--- config.mk ---
export PLATFORM = sky130hd
export DESIGN_NAME = pipe_skid_stage
export DESIGN_NICKNAME = d
export VERILOG_FILES = /design/src/rtl/pipe_pkg.sv /design/src/rtl/pipe_sat_cnt.sv /design/src/rtl/pipe_skid_stage.sv
export SDC_FILE = /design/constraint.sdc
export NUM_CORES = 1
export LEC_CHECK = 0
export BUFFER_PORTS_ARGS = -buffer_cell sky130_fd_sc_hd__buf_4
export CORE_ASPECT_RATIO = 0.9
export CORE_MARGIN = 1
export CORE_UTILIZATION = 25
export CTS_CLUSTER_SIZE = 25
export DETAILED_ROUTE_END_ITERATION = 16
export SLEW_MARGIN = 10
export SYNTH_ARGS = -nofsm -noshare
export SYNTH_HDL_FRONTEND = slang
export SYNTH_HIERARCHICAL = 1
export SYNTH_SLANG_ARGS = --single-unit
--- constraint.sdc ---
create_clock -name clk -period 1.4 [get_ports clk]
set_clock_uncertainty 0.2 [all_clocks]
set_input_delay 0 -clock clk [delete_from_list [all_inputs] [get_ports clk]]
set_output_delay 0 -clock clk [all_outputs]
set_load 0.01 [all_outputs]
--- src/rtl/pipe_pkg.sv ---
// Shared pipeline-stage definitions: state codes, default widths and per-stage payload widths.
package pipe_pkg;

   typedef logic [1:0] state_t;

   localparam state_t ST_EMPTY = 2'd0;
   localparam state_t ST_ONE   = 2'd1;
   localparam state_t ST_FULL  = 2'd2;

   localparam int unsigned DEF_WIDTH = 32;
   localparam int unsigned DEF_CNT_W = 32;

   // Payload widths of the inter-stage buses (data fields plus packed control bits).
   localparam int unsigned IF_ID_W  = 64;
   localparam int unsigned ID_EX_W  = 160;
   localparam int unsigned EX_MEM_W = 112;
   localparam int unsigned MEM_WB_W = 72;

endpackage

--- src/rtl/pipe_sat_cnt.sv ---
// Saturating up-counter with synchronous clear and increment enable.
module pipe_sat_cnt #(
   parameter int unsigned CNT_W = pipe_pkg::DEF_CNT_W
) (
   input  logic             clk,
   input  logic             clr,
   input  logic             inc,
   output logic [CNT_W-1:0] count
);

   always_ff @(posedge clk) begin
      if (clr) begin
         count <= '0;
      end else if (inc && (count != '1)) begin
         count <= count + 1'b1;
      end
   end

endmodule

--- src/rtl/pipe_skid_stage.sv ---
// Valid/ready pipeline stage with a two-entry skid buffer and flush-to-bubble.
// Build option PIPE_SKID_PERF_EN enables the stall/bubble saturating counters.
module pipe_skid_stage
   import pipe_pkg::*;
#(
   parameter int unsigned WIDTH = DEF_WIDTH,
   parameter int unsigned CNT_W = DEF_CNT_W
) (
   input  logic             clk,
   input  logic             CLR,
   input  logic             flush,
   input  logic             in_valid,
   output logic             in_ready,
   input  logic [WIDTH-1:0] in_data,
   output logic             out_valid,
   input  logic             out_ready,
   output logic [WIDTH-1:0] out_data,
   output logic [1:0]       occupancy,
   output logic [CNT_W-1:0] stall_cnt,
   output logic [CNT_W-1:0] bubble_cnt
);

   state_t           state;
   logic [WIDTH-1:0] main_q;
   logic [WIDTH-1:0] skid_q;
   logic             in_fire;
   logic             out_fire;

   // Handshake outputs come straight from the state flops, so ready never ripples between stages.
   assign in_ready  = (state != ST_FULL);
   assign out_valid = (state != ST_EMPTY);
   assign out_data  = main_q;
   assign occupancy = state;

   assign in_fire  = in_valid & in_ready;
   assign out_fire = out_valid & out_ready;

   always_ff @(posedge clk) begin
      if (CLR || flush) begin
         state  <= ST_EMPTY;
         main_q <= '0;
         skid_q <= '0;
      end else begin
         case (state)
            ST_EMPTY: begin
               if (in_fire) begin
                  main_q <= in_data;
                  state  <= ST_ONE;
               end
            end
            ST_ONE: begin
               if (in_fire && out_fire) begin
                  main_q <= in_data;
               end else if (in_fire) begin
                  skid_q <= in_data;
                  state  <= ST_FULL;
               end else if (out_fire) begin
                  state  <= ST_EMPTY;
               end
            end
            ST_FULL: begin
               if (out_fire) begin
                  main_q <= skid_q;
                  state  <= ST_ONE;
               end
            end
            default: state <= ST_EMPTY;
         endcase
      end
   end

`ifdef PIPE_SKID_PERF_EN
   pipe_sat_cnt #(.CNT_W(CNT_W)) u_stall_cnt (
      .clk   (clk),
      .clr   (CLR),
      .inc   (out_valid & ~out_ready),
      .count (stall_cnt)
   );

   pipe_sat_cnt #(.CNT_W(CNT_W)) u_bubble_cnt (
      .clk   (clk),
      .clr   (CLR),
      .inc   (~out_valid & out_ready),
      .count (bubble_cnt)
   );
`else
   assign stall_cnt  = '0;
   assign bubble_cnt = '0;
`endif

endmodule

==> impl_metrics.toml <==
[cts]
cts_sinks = 66
tritoncts = "done"
cts.clk_slew.worst_paths_ns = 0.06
ctsRootBufferMaster = "clkbuf_16"
cts_buffers = 9
clk_latency_ns = 0.33
htree_levels = 3
clockBufferDepth = 2

[global_route]
top_usage_layer = "met2"
gr-total-overflow = 0
antenna_found_initial = 0
gr-usage-all-layers = 0.133
met2_usage = 0.233
grt_pass1_vias = 2805
met3_usage = 0.0366
grt_start_max_net_pins = 67
grt_pass1_wl_um = 14800
met1_usage = 0.160

[yosys]
synth_cell_types = 24
synthCells = 374
ys_warn_count = 6
yosysSeqAreaShare = 0.380
synth.ff_latch_count = 66
synth.cell_area_sq_um = 3480
syn-mean-instance-area_sq_um = 9.31

[setup_path]
crit_required_ns = 1.40
criticalPathCategory = "reg2reg"
worstSetupStartpointType = "flop"
reg2reg_from = "occupancy[1]"
crit_path_max_fanout = 7
startpoint = "occupancy[1]"
endpoint_kind = "flop"
cp_slowest_cell = "dfxtp_4"
slowest_delay_ns = 0.37
arrival_ns = 1.53
crit_chain = "and3b_2, buf_6, clkbuf_16, a211oi_4, a211oi_2"

[worst_hold_path]
worstHoldStart = "out_ready"
worstHoldPathType = "in2reg"

[sta]
maxSlewViolCount = 0
fin_hold_ws_ns = -0.00239
rsz0062_at_grt = "true"
period_share = 1.09
final_hold_viol_count = 3
setup_violations = 69
min_period_ns = 1.53
setup_ws_ns = -0.131
fmaxAchievable_mhz = 653

[floorplanning]
die_x_um = 126
ioPinCount = 137
initial_core_util = 0.259
dieArea_sq_um = 14400
num_rows = 40
core_sq_um = 13500
die_h_um = 114

[outcome]
failed_checks = "hold timing, setup timing"
outcome = "complete, but fails checks"

[place]
io_buffer_count = 72
gp_congestion = 0.719
postPlaceCellArea_sq_um = 4090
placedCellCount = 603
dp_hpwl_um = 6140

[finish]
utilization = 0.391
fin_area_sq_um = 5270
fillCellCount = 1291
fin_cells = 664
finalNetCount = 528
syn2layout_area_growth_pct = 51.4
regArea_sq_um = 1330
multi_input_area_sq_um = 2060
diodes = 0
drive_gt1_frac = 0.419

[drt]
final_antenna_net_count = 0
wl_um = 9750
drt-initial-drc-count = 131
dr.pass1.iters = 5
drc = 0
vias = 2946
wl_per_cell_um = 14.7
viasPerCell = 4.44

[power]
peakVddDrop_mv = 0.650
p_leak_nw = 2.26
powerDensity_nw_per_um2 = 986

[flow_run]
maxCapViolations = 0
==> placed cells by master, fill, tap and decap left out, types with 2 or more instances in the layout <==
master         netlist  layout
nand2_1             65      59
dfxtp_4              0       2
nand2_2              0       4
a211oi_4             0      12
a21oi_2              0       8
a21oi_1             33      25
dlygate4sd3_1        0      35
clkbuf_16            0      12
nand2_4              0       2
a211oi_1            34       2
dfxtp_1             66      64
buf_4               67      84
clkinv_2             0       2
mux2i_1             32      31
a211oi_2            30      50
buf_6                5       9
buf_12               0       9
conb_1               1      64
==> layout make-up <==
| cell class | count | share of cell area |
|---|---|---|
| Sequential cell | 66 | 0.252 |
| Tap cell | 168 | 0.0399 |
| Clock buffer | 12 | 0.0508 |
| Clock inverter | 4 | 0.00902 |
| Multi-Input combinational cell | 273 | 0.391 |
| Timing Repair Buffer | 141 | 0.257 |
==> stage by stage <==
stage          setup slack (ns)  total power, W  TNS (ns)
3_3_place_gp             -0.122         0.00263     -4.17
3_5_place_dp             -0.155         0.00265     -5.72
6_report                 -0.131         0.00520     -4.58
4_1_cts                 -0.0821         0.00519     -2.46
2_1_floorplan           -0.0384         0.00250     -1.13
5_1_grt                  -0.156         0.00539     -7.88
==> Yosys cell counts <==
library cell,instances,share of area
buf_4,67,0.14
dfxtp_1,66,0.38
nand2_1,65,0.070
a211oi_1,34,0.073
a21oi_1,33,0.047
mux2i_1,32,0.092
a211oi_2,30,0.11
buf_2,17,0.024
clkbuf_1,9,0.0097
buf_6,5,0.016
nand2b_1,2,0.0036
or2_2,2,0.0036
a21o_1,1,0.0022
a21o_4,1,0.0043
and2_1,1,0.0018
and3b_1,1,0.0025
conb_1,1,0.0011
nand4bb_1,1,0.0032
nor2_1,1,0.0011
nor2b_1,1,0.0018
nor4bb_1,1,0.0029
o21a_1,1,0.0022
o21bai_1,1,0.0022
or3b_1,1,0.0025
==> worst max-delay path, delay by kind of cell (launching register included) <==
kind / cells / cell delay, ns
AOI/OAI and AO/OA: 2 / 0.27
buffers and inverters: 2 / 0.31
DFF: 1 / 0.37
and+or+nand+nor: 1 / 0.24
==> cells by family after synthesis <==
| family | Yosys count | share of synthesized area |
|---|---|---|
| mux | 32 | 0.0920 |
| buf+inv | 98 | 0.195 |
| simple gates | 76 | 0.0931 |
| compound gates | 101 | 0.239 |
| other cells | 1 | 0.00108 |
| flops | 66 | 0.380 |
==> registers in the layout, summed over array words and instances, names as in the netlist <==
name	cells
skid_q	32
occupancy	2
out_data	32
==> power by group <==
part	switching (W)	internal (W)
clock network	0.000840	0.00153
registers	0.0000489	0.00193
logic	0.000423	0.000428
==> layer usage <==
metal / share of wire / routed length (um)
met5: 0 / 0
met4: 0.013 / 129
met3: 0.043 / 423
met2: 0.51 / 4980
met1: 0.43 / 4210
==> path summary, 6_finish.rpt <==
check	slack, ns	endpoint	cells after the start
worst min-delay path	-0.002	skid_q[27]	5
worst max-delay path	-0.13	out_data[8]	5
worst max register to register	-0.13	out_data[8]	5
worst min register to register	0.25	skid_q[27]	2
==> timing repair <==
| action | CTS | global route |
|---|---|---|
| buffers inserted | 6 | 1 |
| hold buffers | 33 | 2 |
| resized for setup | 57 | 25 |
| hold endpoints to repair | 66 | 2 |
| gates cloned | 2 | 2 |
| setup endpoints to repair | 66 | 67 |
| pin swaps | 6 | 12 |
No activity file was read; power rests on OpenSTA's default activity.
